<file path="src/rtl/ahb_pkg.sv">
// Shared AHB-Lite definitions for the burst master: transfer types, burst
// codes, fixed sideband values and the burst-length helper.
package ahb_pkg;

    typedef enum logic [1:0] {
        HTRANS_IDLE   = 2'd0,
        HTRANS_BUSY   = 2'd1,
        HTRANS_NONSEQ = 2'd2,
        HTRANS_SEQ    = 2'd3
    } htrans_e;

    typedef enum logic [2:0] {
        ST_IDLE,
        ST_ADDR,
        ST_SEQ,
        ST_LAST,
        ST_ERR
    } mst_state_e;

    localparam logic [2:0] HBURST_SINGLE = 3'd0;
    localparam logic [2:0] HBURST_INCR   = 3'd1;
    localparam logic [2:0] HBURST_INCR4  = 3'd3;
    localparam logic [2:0] HBURST_INCR8  = 3'd5;
    localparam logic [2:0] HBURST_INCR16 = 3'd7;

    localparam logic [2:0] HSIZE_WORD    = 3'd2;
    localparam logic [3:0] HPROT_DEFAULT = 4'b0011;

    // Unsupported codes (including plain INCR) collapse to a single beat.
    function automatic logic [4:0] beats_of(input logic [2:0] burst);
        case (burst)
            HBURST_INCR4:  beats_of = 5'd4;
            HBURST_INCR8:  beats_of = 5'd8;
            HBURST_INCR16: beats_of = 5'd16;
            default:       beats_of = 5'd1;
        endcase
    endfunction

endpackage

</file>
<file path="src/rtl/ahb_burst_master.sv">
// AHB-Lite burst initiator: SINGLE/INCR4/INCR8/INCR16 with wait states, ERROR
// termination and 1 KB splitting. Define AHB_M_BUSY_EN to add wr_avail_i/BUSY.
module ahb_burst_master
    import ahb_pkg::*;
#(
    parameter int ADDR_W = 32,
    parameter int DATA_W = 32
) (
    input  logic              clk,
    input  logic              reset,
    input  logic              cmd_valid_i,
    output logic              cmd_ready_o,
    input  logic              cmd_write_i,
    input  logic [ADDR_W-1:0] cmd_addr_i,
    input  logic [2:0]        cmd_burst_i,
    input  logic [DATA_W-1:0] wr_data_i,
`ifdef AHB_M_BUSY_EN
    input  logic              wr_avail_i,
`endif
    output logic              wr_pop_o,
    output logic [DATA_W-1:0] rd_data_o,
    output logic              rd_valid_o,
    output logic              done_o,
    output logic              err_o,
    output logic [ADDR_W-1:0] haddr,
    output logic              hwrite,
    output logic [2:0]        hsize,
    output logic [2:0]        hburst,
    output logic [1:0]        htrans,
    output logic [3:0]        hprot,
    output logic              hmastlock,
    output logic [DATA_W-1:0] hwdata,
    input  logic [DATA_W-1:0] hrdata,
    input  logic              hready,
    input  logic              hresp
);

    mst_state_e        state_q, state_d;
    logic [ADDR_W-1:0] addr_q, addr_d;
    logic [4:0]        remain_q, remain_d;
    logic              write_q, write_d;
    logic [2:0]        burst_q, burst_d;
    logic              split_q, split_d;
    logic              pend_q, pend_d;
    logic [DATA_W-1:0] hwdata_q, hwdata_d;
    logic [DATA_W-1:0] rd_data_q, rd_data_d;
    logic              rd_valid_q, rd_valid_d;
    logic              done_q, done_d;
    logic              err_q, err_d;

    htrans_e           htrans_c;
    logic [2:0]        hburst_c;
    logic              at_boundary;
    logic              busy;
    logic              addr_done;
    logic              data_done;
    logic              err_start;

    assign at_boundary = (addr_q[9:0] == 10'd0);

`ifdef AHB_M_BUSY_EN
    assign busy = (state_q == ST_SEQ) && write_q && !at_boundary && !wr_avail_i;
`else
    assign busy = 1'b0;
`endif

    assign addr_done = hready && ((state_q == ST_ADDR) || ((state_q == ST_SEQ) && !busy));
    assign data_done = hready && !hresp && pend_q &&
                       ((state_q == ST_SEQ) || (state_q == ST_LAST));
    assign err_start = pend_q && hresp && !hready &&
                       ((state_q == ST_SEQ) || (state_q == ST_LAST));

    // Once a beat lands on a 1 KB boundary the rest of the burst is undefined-length INCR.
    always_comb begin
        htrans_c = HTRANS_IDLE;
        hburst_c = burst_q;
        case (state_q)
            ST_ADDR: htrans_c = HTRANS_NONSEQ;
            ST_SEQ: begin
                if (busy)
                    htrans_c = HTRANS_BUSY;
                else if (at_boundary)
                    htrans_c = HTRANS_NONSEQ;
                else
                    htrans_c = HTRANS_SEQ;
            end
            default: htrans_c = HTRANS_IDLE;
        endcase
        if (split_q || ((state_q == ST_SEQ) && at_boundary))
            hburst_c = HBURST_INCR;
    end

    always_comb begin
        state_d    = state_q;
        addr_d     = addr_q;
        remain_d   = remain_q;
        write_d    = write_q;
        burst_d    = burst_q;
        split_d    = split_q;
        pend_d     = pend_q;
        hwdata_d   = hwdata_q;
        rd_data_d  = rd_data_q;
        rd_valid_d = 1'b0;
        done_d     = 1'b0;
        err_d      = 1'b0;

        if (data_done && !write_q) begin
            rd_valid_d = 1'b1;
            rd_data_d  = hrdata;
        end
        if (hready && ((state_q == ST_SEQ) || (state_q == ST_LAST)))
            pend_d = 1'b0;
        if (addr_done) begin
            pend_d   = 1'b1;
            addr_d   = addr_q + ADDR_W'(4);
            remain_d = remain_q - 5'd1;
            if (write_q)
                hwdata_d = wr_data_i;
            if ((state_q == ST_SEQ) && at_boundary)
                split_d = 1'b1;
        end

        case (state_q)
            ST_IDLE: begin
                if (cmd_valid_i && cmd_ready_o) begin
                    state_d  = ST_ADDR;
                    addr_d   = cmd_addr_i & ~ADDR_W'(3);
                    write_d  = cmd_write_i;
                    remain_d = beats_of(cmd_burst_i);
                    burst_d  = (beats_of(cmd_burst_i) == 5'd1) ? HBURST_SINGLE : cmd_burst_i;
                    split_d  = 1'b0;
                    pend_d   = 1'b0;
                end
            end
            ST_ADDR: begin
                if (addr_done)
                    state_d = (remain_q == 5'd1) ? ST_LAST : ST_SEQ;
            end
            ST_SEQ: begin
                if (err_start)
                    state_d = ST_ERR;
                else if (addr_done && (remain_q == 5'd1))
                    state_d = ST_LAST;
            end
            ST_LAST: begin
                if (err_start) begin
                    state_d = ST_ERR;
                end else if (hready) begin
                    state_d = ST_IDLE;
                    done_d  = 1'b1;
                end
            end
            ST_ERR: begin
                if (hready) begin
                    state_d = ST_IDLE;
                    done_d  = 1'b1;
                    err_d   = 1'b1;
                    pend_d  = 1'b0;
                end
            end
            default: state_d = ST_IDLE;
        endcase
    end

    always_ff @(posedge clk or posedge reset) begin
        if (reset) begin
            state_q    <= ST_IDLE;
            addr_q     <= '0;
            remain_q   <= '0;
            write_q    <= 1'b0;
            burst_q    <= HBURST_SINGLE;
            split_q    <= 1'b0;
            pend_q     <= 1'b0;
            hwdata_q   <= '0;
            rd_data_q  <= '0;
            rd_valid_q <= 1'b0;
            done_q     <= 1'b0;
            err_q      <= 1'b0;
        end else begin
            state_q    <= state_d;
            addr_q     <= addr_d;
            remain_q   <= remain_d;
            write_q    <= write_d;
            burst_q    <= burst_d;
            split_q    <= split_d;
            pend_q     <= pend_d;
            hwdata_q   <= hwdata_d;
            rd_data_q  <= rd_data_d;
            rd_valid_q <= rd_valid_d;
            done_q     <= done_d;
            err_q      <= err_d;
        end
    end

    // The requester may only start again once the completion pulse has been seen.
    assign cmd_ready_o = (state_q == ST_IDLE) && !done_q;
    assign wr_pop_o    = addr_done && write_q;
    assign rd_data_o   = rd_data_q;
    assign rd_valid_o  = rd_valid_q;
    assign done_o      = done_q;
    assign err_o       = err_q;
    assign haddr       = addr_q;
    assign hwrite      = write_q;
    assign hsize       = HSIZE_WORD;
    assign hburst      = hburst_c;
    assign htrans      = htrans_c;
    assign hprot       = HPROT_DEFAULT;
    assign hmastlock   = 1'b0;
    assign hwdata      = hwdata_q;

endmodule

</file>
<file path="config.mk">
export PLATFORM = sky130hd
export DESIGN_NAME = ahb_burst_master
export DESIGN_NICKNAME = d
export VERILOG_FILES = /design/src/rtl/ahb_pkg.sv /design/src/rtl/ahb_burst_master.sv
export SDC_FILE = /design/constraint.sdc
export NUM_CORES = 1
export LEC_CHECK = 0
export CORE_MARGIN = 3
export CORE_UTILIZATION = 30
export DETAILED_ROUTE_END_ITERATION = 8
export GPL_TIMING_DRIVEN = 0
export PLACE_DENSITY_LB_ADDON = 0.25
export SLEW_MARGIN = 20
export SYNTH_ARGS = -nofsm -noshare
export SYNTH_HDL_FRONTEND = slang
export SYNTH_SLANG_ARGS = --single-unit
</file>
<file path="constraint.sdc">
create_clock -name clk -period 4.2 [get_ports clk]
set_input_delay 1.05 -clock clk [delete_from_list [all_inputs] [get_ports clk]]
set_output_delay 1.05 -clock clk [all_outputs]
set_load 0.01 [all_outputs]
</file>
==> impl_results.md, run 1 <==
* Crit share post-route at 0.9634
* Multi-input gate area in the final layout at 0.002238 mm^2
* Clk buf depth at 2
* Tot GR Track Use at 0.1538
* First-pass GRT wire length at 24230 um
* Post-synth EDFFs at 0
* Setup bufs post-CTS at 0
* CP peak stage delay at 0.58 ns
* Post-synthesis cell type count at 47
* WL final at 14770 um
* Initial antenna violation count at 0
* Layout area overhead at 52.02%
* Top delay family on crit path: buffers and inverters
* Hold_buf cts at 0
* Gpl congestion at 0.8029
* Sink Count at 111
* Minimum clock period at 4.046 ns
* DP HPWL at 11390 um
* Via count at 4445
* Worst hold slack at 0.4734 ns
* Min-delay src: rd_data_o[20]
* Sequential area share after synthesis at 0.5307
* DR pass1 iterations at 4
* Syn Inst Count at 521
* Slew Limit Fails at 0
* Initial core utilization at 0.3112
* Antenna viol nets, final at 0
* RR Startpoint: state_q[1]
* Avg WL per Cell at 15.18 um
* CP max FO at 10
* Count of state elements after synthesis at 111
* Hold depth at 2
* F_max at 0.2471 GHz
* Max cap viols at 0
* Root Driver: clkbuf_16
* P_leak at 3.381 nW
* Port-buffer cells at 207
* Register area at 0.002778 mm^2
* Fin. Hold Viols at 0
* Synth Flop Type: dfrtp_1
* H-tree Lvls at 3
* Fillers at 1643
* Die span in y at 138.1 um
* Nets@finish at 858
* Tot Pwr at 5.390 mW
* Hold endpoint: rd_data_o[20]
* IO Pins at 220
* Setup crit end kind: primary output
* Skew-Pair Late Insertion Delay at 0.35 ns
* Via-per-instance ratio at 4.568
* Inserted Clock Buffers at 9
* Status: finished clean
* CTS tree: done
* Slew @ Worst Pin at 0.6015 ns
* Residual DRC at 0
* Relative slew slack at 0.5959
* Syn avg cell area at 10.05 um^2
* Antenna diode count at 0
* Layout cells sized above 1 at 0.1076
* Critical Path, Cell by Cell: clkdlybuf4s50_1, nor3b_2, buf_4, nand2_2, buf_4, inv_1, clkdlybuf4s50_1
* Cell Area, Placed at 0.007644 mm^2
* Critical-path top delay cell: clkdlybuf4s50_1
* Max rail drop VDD at 314.8 uV
* Number of global-route vias before repair at 4637
* Crit path buffers/inverters at 5
* Clock Pin Slew Worst Setup and Hold Paths at 0.07 ns
* Asr flop ratio synth at 1.000
* Arr. time, crit path at 3.00 ns
* Post-place setup slack at 0.1166 ns
* Post-route cell area at 0.007956 mm^2
* Setup slack, reg-to-reg at 2.08 ns
* Post-CTS Resized at 0
* Final sum of negative setup slack at 0 ns
* RSZ-0062 raised after global routing: no
* Cell Area, Synth at 0.005234 mm^2
* Yosys warning total at 0
* Final worst setup slack at 0.1538 ns
* WP data required at 3.15 ns
* Initial DRC count at 196
* Startpoint types: input pin
* Hold/Removal Path Class: reg2reg
* Worst r2r path cells at 6
* Die area at 0.01907 mm^2
* Final setup fails at 0
* Reg2Reg Capture Point: haddr[8]
* FP Rows at 47
* Core area at 0.01682 mm^2
* PwrDens at 677.5 mW/mm^2
* Die W at 138.1 um
* Setup Crit Path Kind: in2out
* Final Skew at 0.007658 ns
* Total grt overflow at 0
* Largest net degree at the start of global routing at 60
## how the worst max path moves through the flow
| stage | slack, ns | from | end | cells past startpoint |
|---|---|---|---|---|
| global route | 0.006 | hready | wr_pop_o | 7 |
| detailed placement | 0.12 | hready | wr_pop_o | 7 |
| global placement | -1.45 | reset | remain_q[0] | 2 |
| floorplan | 0.22 | reset | burst_q[0] | 1 |
| CTS | 0.11 | hready | wr_pop_o | 7 |
| finish | 0.15 | hready | wr_pop_o | 7 |
## through the flow
step	utilization	std cells
floorplan	-	529
global placement	0.4525	956
detailed placement	0.4545	957
CTS	0.4731	973
global route	0.4731	973
finish	0.4731	973
## area by class of cell
class / instances / share of cell area
Sequential cell: 111 / 0.3491
Clock buffer: 10 / 0.03004
Multi-Input combinational cell: 372 / 0.2813
Clock inverter: 6 / 0.009278
Buffer: 36 / 0.02642
Inverter: 10 / 0.005347
Tap cell: 220 / 0.03460
Timing Repair Buffer: 208 / 0.2639
## flip-flops by register name, summed over array words and instances, names as in the netlist
signal      cells
rd_valid_o      1
hwrite          1
done_o          1
pend_q          1
rd_data_o      32
burst_q         3
err_o           1
split_q         1
state_q         3
remain_q        5
haddr          30
hwdata         32
## cell usage in the layout, fill, tap and decap left out, drive strengths merged, types with 2 or more instances in the layout
master         instances
a211oi                 3
a21boi                 2
a21oi                  5
and2                   4
and3                   8
and3b                  2
and4                   3
buf                   22
clkbuf                25
clkdlybuf4s50        207
clkinv                 2
conb                  10
dfrtp                111
ha                     5
inv                   13
mux2                  33
nand2                153
nand2b                 2
nand3                 12
nand4                  8
nor2                  14
nor2b                  2
nor3                   6
nor3b                  2
nor4                  19
o21ai                 35
or3                    2
xnor2                 28
xor2                   6
## kinds of logic (layout without fill, tap and decap cells)
kind of cell,count (synthesis),after routing,share of synthesized area
buf+inv,46,270,0.04733
other cells,2,10,0.001435
xor+xnor,34,34,0.06048
fa+ha+maj,5,5,0.01195
simple gates,241,241,0.2254
flops,111,111,0.5307
mux,34,34,0.07291
compound gates,48,48,0.04972
## cells in the mapped netlist, types with 3 or more instances
master,count,share of area
nor4_2,5,0.012
nor2_1,14,0.010
nand2_1,152,0.11
nand4_1,7,0.0084
xnor2_1,28,0.047
and2_1,4,0.0048
nand3_1,12,0.011
nor3_1,6,0.0057
clkbuf_1,14,0.010
a211oi_1,3,0.0043
and3_1,8,0.0096
nor4_1,12,0.014
xor2_1,5,0.0084
buf_4,15,0.022
o21ai_1,5,0.0048
o21ai_0,30,0.029
and4_1,3,0.0050
ha_1,5,0.012
a21oi_1,5,0.0048
dfrtp_1,111,0.53
inv_1,10,0.0072
mux2_2,31,0.067
## worst register-to-register path: stages (launching register included)
cell and delay, ns:
dfrtp_1 0.41, nor4_1 0.55, and2_1 0.20, buf_2 0.20, clkbuf_1 0.45, nand2_1 0.12, o21ai_0 0.10
## layer usage
metal | vias to the layer above | global-route usage | share of wire
met5 | - | 0 | 0
met4 | 0 | 0.04264 | 0.011
met3 | 12 | 0.04558 | 0.065
met2 | 141 | 0.2492 | 0.48
met1 | 2120 | 0.2016 | 0.45
li1 | 2172 | - | -
## power by group
| group | switching (mW) | internal, mW | leakage (nW) |
|---|---|---|---|
| Combinational | 1.10 | 1.42 | 1.85 |
| Sequential | 0.412 | 1.57 | 1.38 |
| Clock | 0.405 | 0.488 | 0.154 |
| Total | 1.91 | 3.48 | 3.38 |
No activity file was read; power rests on OpenSTA's default activity.
==> inputs of run 2 (changes only) <==
CELL_PAD_IN_SITES_DETAIL_PLACEMENT = 2   (was not set)
CELL_PAD_IN_SITES_GLOBAL_PLACEMENT = 2   (was not set)
CORE_UTILIZATION = 23   (was 30)
==> run 2 against run 1 <==
Clock power shrank 2%; design area increased by 0.77%; count of clock-buffer cells in the layout unchanged; routed wire length rose by 27%; non-clock buffer count stayed put; maximum frequency grew 8.4%; flip-flop and latch count stayed put; sequential share of layout area fell by 0.27 points; clock skew up 0.0059 ns; total power grew 1.7%; critical endpoint unchanged.
==> impl_results.md, run 2 (synthesis gave the netlist of run 1 again) <==
* Status: finished clean
* CP max FO at 10 (unchanged)
* Layout cells sized above 1 at 0.1076 (unchanged)
* Commonest non-fill, non-tap cell in the layout: clkdlybuf4s50_1
* Initial antenna violation count at 0 (unchanged)
* Arr. time, crit path at 2.68 ns (-0.32 ns)
* Inserted Clock Buffers at 9 (unchanged)
* IO Pins at 220 (unchanged)
* Startpoint types: input pin
* Tot Pwr at 5.483 mW (+1.7%)
* Post-place setup slack at 0.03644 ns (-0.08019 ns)
* DR pass1 iterations at 4 (unchanged)
* Root Driver: clkbuf_16
* Avg WL per Cell at 18.09 um (+19%)
* Clk buf depth at 2 (unchanged)
* WP data required at 3.15 ns (about the same)
* Slew @ Worst Pin at 0.5446 ns (-0.05689 ns)
* FP Rows at 54 (+15%)
* Port-buffer cells at 207 (unchanged)
* Final Util at 0.3629 (-0.1102)
* Die span in y at 156.9 um (+14%)
* DP HPWL at 14410 um (+27%)
* Relative slew slack at 0.6341 (+0.03822)
* Via-per-instance ratio at 4.432 (-3.0%)
* Non-filler instance count after layout at 1033 (+6.2%)
* Leading cell types in the layout, fill and taps excluded: clkdlybuf4s50_1, nand2_1, dfrtp_1
* Die W at 156.9 um (+14%)
* Sink Count at 111 (unchanged)
* Final worst setup slack at 0.4687 ns (+0.3150 ns)
* First-pass GRT wire length at 29440 um (+22%)
* Post-route cell area at 0.008018 mm^2 (+0.77%)
* Initial core utilization at 0.2369 (-0.07430)
* Setup bufs post-CTS at 0 (unchanged)
* Setup Crit Path Kind: in2out
* GRT busiest layer: met2
* Tot GR Track Use at 0.1511 (-0.002672)
* DP Cell Count at 1017 (+6.3%)
* Max rail drop VDD at 256.1 uV (-19%)
* Fin. Hold Viols at 0 (unchanged)
* CTS tree: done
* Crit share post-route at 0.8884 (-0.07499)
* P_leak at 3.383 nW (about the same)
* Final setup fails at 0 (unchanged)
* Slew Limit Fails at 0 (unchanged)
* Final Skew at 0.01352 ns (+0.005860 ns)
* Met3 usage at 0.03844 (-0.007140)
* Setup crit end kind: primary output
* Skew-Pair Late Insertion Delay at 0.35 ns (about the same)
* Fillers at 2449 (+49%)
* Core area at 0.02209 mm^2 (+31%)
* Grt met1 use at 0.1948 (-0.006872)
* F_max at 0.2680 GHz (+8.4%)
* Worst r2r path cells at 7 (+1)
* Antenna diode count at 0 (unchanged)
* Gpl congestion at 0.7618 (-5.1%)
* Max cap viols at 0 (unchanged)
* Hold/Removal Path Class: reg2reg
* Clock Pin Slew Worst Setup and Hold Paths at 0.08 ns (about the same)
* Layout area overhead at 53.19%
* RSZ-0062 raised after global routing: no
* Antenna viol nets, final at 0 (unchanged)
* Nets@finish at 858 (unchanged)
* H-tree Lvls at 3 (unchanged)
* Total grt overflow at 0 (unchanged)
* Via count at 4578 (+3.0%)
* WL final at 18690 um (+27%)
* Number of global-route vias before repair at 5202 (+12%)
* Hold depth at 2 (unchanged)
* Die area at 0.02460 mm^2 (+29%)
* Residual DRC at 0 (unchanged)
* Cell Area, Placed at 0.007719 mm^2 (+0.98%)
* Met2 Usage GRT at 0.2555 (+0.006290)
* Minimum clock period at 3.731 ns (-0.3150 ns)
* PwrDens at 683.8 mW/mm^2 (+0.94%)
* Largest net degree at the start of global routing at 64 (+6.7%)
* Initial DRC count at 133 (-32%)
## run 2: what timing repair did
item	CTS	global route
gates resized for setup	0	1
hold buffers	0	0
setup endpoints to repair	0	1
## run 2: stage by stage
stage               setup TNS, ns  hold slack [ns]
global placement          -181.18           0.4587
detailed placement              0           0.4676
global route                    0           0.5165
finish                          0           0.4801
CTS                             0           0.4895
floorplan                       0           0.4407
## run 2: worst max-delay path: stages
cell and delay [ns]:
dlymetal6s2s_1 0.21, nor3b_2 0.20, buf_4 0.21, nand2_2 0.16
buf_4 0.23, inv_1 0.07, clkdlybuf4s50_1 0.53
## run 2: worst paths after layout
kind | to | from | slack [ns]
min in group asynchronous | rd_data_o[3] | reset | 1.11
max in group asynchronous | haddr[20] | reset | 2.40
max reg2reg | hwdata[19] | state_q[0] | 2.05
min | rd_data_o[29] | rd_data_o[29] | 0.48
max | wr_pop_o | hready | 0.47
min reg2reg | rd_data_o[29] | rd_data_o[29] | 0.48
## run 2: metal layers
metal  vias to the layer above  share of wire
li1                       2168              -
met1                      2262           0.44
met2                       135           0.49
met3                        13          0.063
met4                         0          0.010
met5                         -              0
## run 2: where the power goes
group / total [mW] / switching, mW / internal [mW]
registers: 2.00 / 0.429 / 1.57
clock network: 0.874 / 0.439 / 0.435
logic: 2.61 / 1.19 / 1.42
total: 5.48 / 2.06 / 3.43
## run 2: cell type report
cell class                 count  area [um^2]  share of cell area
buffer                        36        210.2             0.02622
clock buffer                  10        239.0             0.02981
clock inverter                 6        57.56            0.007179
inverter                      10        42.54            0.005306
multi-input combinational    372         2238              0.2792
sequential                   111         2778              0.3464
tap                          280        350.3             0.04370
timing repair buffer         208         2102              0.2622
==> inputs of run 3 (changes only) <==
SETUP_SLACK_MARGIN = 0.4   (was not set)
==> run 3 against run 2 <==
Routed wire length is 1.6% lower; register-to-register slack better by 0.13 ns; clock power is 4.5% higher; design area is 0.50% higher; global-route usage is 0.086 points higher; maximum frequency is 5.0% higher; highest routed layer unchanged.
==> impl_results.md, run 3 (synthesis gave the netlist of run 1 again) <==
* Final Skew at 0.01256 ns (-0.0009581 ns)
* CP max FO at 10 (unchanged)
* Max rail drop VDD at 216.1 uV (-16%)
* Worst Setup SP: hready
* RSZ-0062 raised after global routing: no
* Residual DRC at 0 (unchanged)
* Initial DRC count at 111 (-17%)
* Root Driver: clkbuf_16
* Die span in y at 156.9 um (unchanged)
* CP peak stage delay at 0.54 ns (about the same)
* Clk buf depth at 2 (unchanged)
* Number of global-route vias before repair at 5312 (+2.1%)
* Status: finished clean
* FP Rows at 54 (unchanged)
* Met3 usage at 0.04065 (+0.002212)
* Reg2Reg Capture Point: hwrite
* Met2 Usage GRT at 0.2582 (+0.002657)
* Inserted Clock Buffers at 9 (unchanged)
* CTS tree: done
* IO Pins at 220 (unchanged)
* Final setup fails at 0 (unchanged)
* Die W at 156.9 um (unchanged)
* Nets@finish at 860 (+0.23%)
* P_leak at 3.393 nW (+0.29%)
* Largest net degree at the start of global routing at 31 (-52%)
* Leading cell types in the layout, fill and taps excluded: clkdlybuf4s50_1, nand2_1, dfrtp_1
* Tot GR Track Use at 0.1520 (+0.0008640)
* Top delay family on crit path: buffers and inverters
* F_max at 0.2815 GHz (+5.0%)
* Initial antenna violation count at 0 (unchanged)
* CP Capture Point: wr_pop_o
* Antenna viol nets, final at 0 (unchanged)
* Initial core utilization at 0.2369 (unchanged)
* WP data required at 3.15 ns (about the same)
* Via-per-instance ratio at 4.485 (+1.2%)
* Relative slew slack at 0.5464 (-0.08775)
* Startpoint types: input pin
* Setup Crit Path Kind: in2out
* Skew-Pair Late Insertion Delay at 0.35 ns (about the same)
* Port-buffer cells at 207 (unchanged)
* PwrDens at 683.0 mW/mm^2 (-0.12%)
* Grt met1 use at 0.1943 (-0.0004688)
* Critical-path top delay cell: clkdlybuf4s50_1
* Sink Count at 111 (unchanged)
* Clock Pin Slew Worst Setup and Hold Paths at 0.08 ns (about the same)
* Commonest non-fill, non-tap cell in the layout: clkdlybuf4s50_1
* GRT busiest layer: met2
* RR Startpoint: state_q[1]
* Slew Limit Fails at 0 (unchanged)
* Setup crit end kind: primary output
* Die area at 0.02460 mm^2 (unchanged)
* Levels on crit path at 7 (unchanged)
* Layout cells sized above 1 at 0.1099 (+0.002364)
* Worst r2r path cells at 6 (-1)
* Avg WL per Cell at 17.77 um (-1.8%)
* H-tree Lvls at 3 (unchanged)
* Antenna diode count at 0 (unchanged)
* Hold/Removal Path Class: reg2reg
* Crit share post-route at 0.8459 (-0.04246)
* Gpl congestion at 0.7556 (-0.81%)
* Setup bufs post-CTS at 0 (unchanged)
* Critical Path, Cell by Cell: clkbuf_2, nor3b_2, buf_6, nand2_4, buf_4, inv_1, clkdlybuf4s50_1
* Minimum clock period at 3.553 ns (-0.1783 ns)
* Via count at 4642 (+1.4%)
* Layout area overhead at 53.96%
* Worst hold slack at 0.4780 ns (-0.002078 ns)
* Slew @ Worst Pin at 0.6790 ns (+0.1344 ns)
* DR pass1 iterations at 4 (unchanged)
* Max cap viols at 0 (unchanged)
* WL final at 18390 um (-1.6%)
* Total grt overflow at 0 (unchanged)
* First-pass GRT wire length at 29730 um (+0.99%)
* Core area at 0.02209 mm^2 (unchanged)
* Final Util at 0.3647 (+0.001812)
* Final sum of negative setup slack at 0 ns (unchanged)
* DP HPWL at 14390 um (-0.15%)
* Crit path buffers/inverters at 5 (unchanged)
* Arr. time, crit path at 2.50 ns (-0.18 ns)
* Setup slack, reg-to-reg at 2.18 ns (+0.13 ns)
* Fin. Hold Viols at 0 (unchanged)
* Tot Pwr at 5.504 mW (+0.38%)
run 3: cell types whose count changed in the layout (fill, tap and decap cells not counted), sizes merged:
cell | before | now
inv | 14 | 12
clkbuf | 25 | 26
clkinv | 2 | 1
dlymetal6s2s | 1 | 0
clkinvlp | 0 | 2
bufinv | 0 | 1
buf | 22 | 24
run 3: worst min path at each step:
stage	startpoint	to	slack, ns	depth (start not counted)
floorplan	burst_q[0]	burst_q[0]	0.44	1
global placement	rd_data_o[30]	rd_data_o[30]	0.46	2
detailed placement	rd_data_o[31]	rd_data_o[31]	0.47	2
CTS	rd_data_o[21]	rd_data_o[21]	0.49	2
global route	rd_data_o[3]	rd_data_o[3]	0.52	2
finish	rd_data_o[21]	rd_data_o[21]	0.48	2
run 3: power breakdown:
part           leakage, nW  internal [mW]  total, mW  switching, mW
Sequential            1.38           1.57       2.00          0.435
Clock                0.146          0.475      0.913          0.439
Combinational         1.87           1.43       2.59           1.16
run 3: metal layers:
layer,part of all wire,wire (um)
met5,0,0
met4,0.0086,159
met3,0.067,1241
met2,0.49,8969
met1,0.44,8021
run 3: layout make-up:
type / instances / area, um^2
buffer: 36 / 214.0
clock buffer: 10 / 229.0
clock inverter: 6 / 75.07
fill: 2456 / 14040
inverter: 10 / 41.29
multi-input combinational: 372 / 2243
sequential: 111 / 2778
tap: 280 / 350.3
timing repair buffer: 210 / 2127
run 3: worst register-to-register path, cell delays in order (launching register included):
cell	delay, ns
dfrtp_1	0.42
nor4_1	0.45
and2_1	0.19
buf_2	0.21
clkbuf_1	0.39
nand2_1	0.20
nand2_1	0.10
run 3: metrics by stage:
stage	instances	worst slack [ns]	cell area, um^2
2_1_floorplan	529	1.425	5268
3_3_place_gp	1016	0.07066	7690
3_5_place_dp	1019	0.07143	7750
4_1_cts	1035	0.4243	8061
5_1_grt	1035	0.5155	8058
6_report	1035	0.6471	8058
run 3: what timing repair did:
| action | in CTS | in global routing |
|---|---|---|
| setup endpoints to repair | 1 | 1 |
| resized for setup | 3 | 2 |
| hold buffers | 0 | 0 |
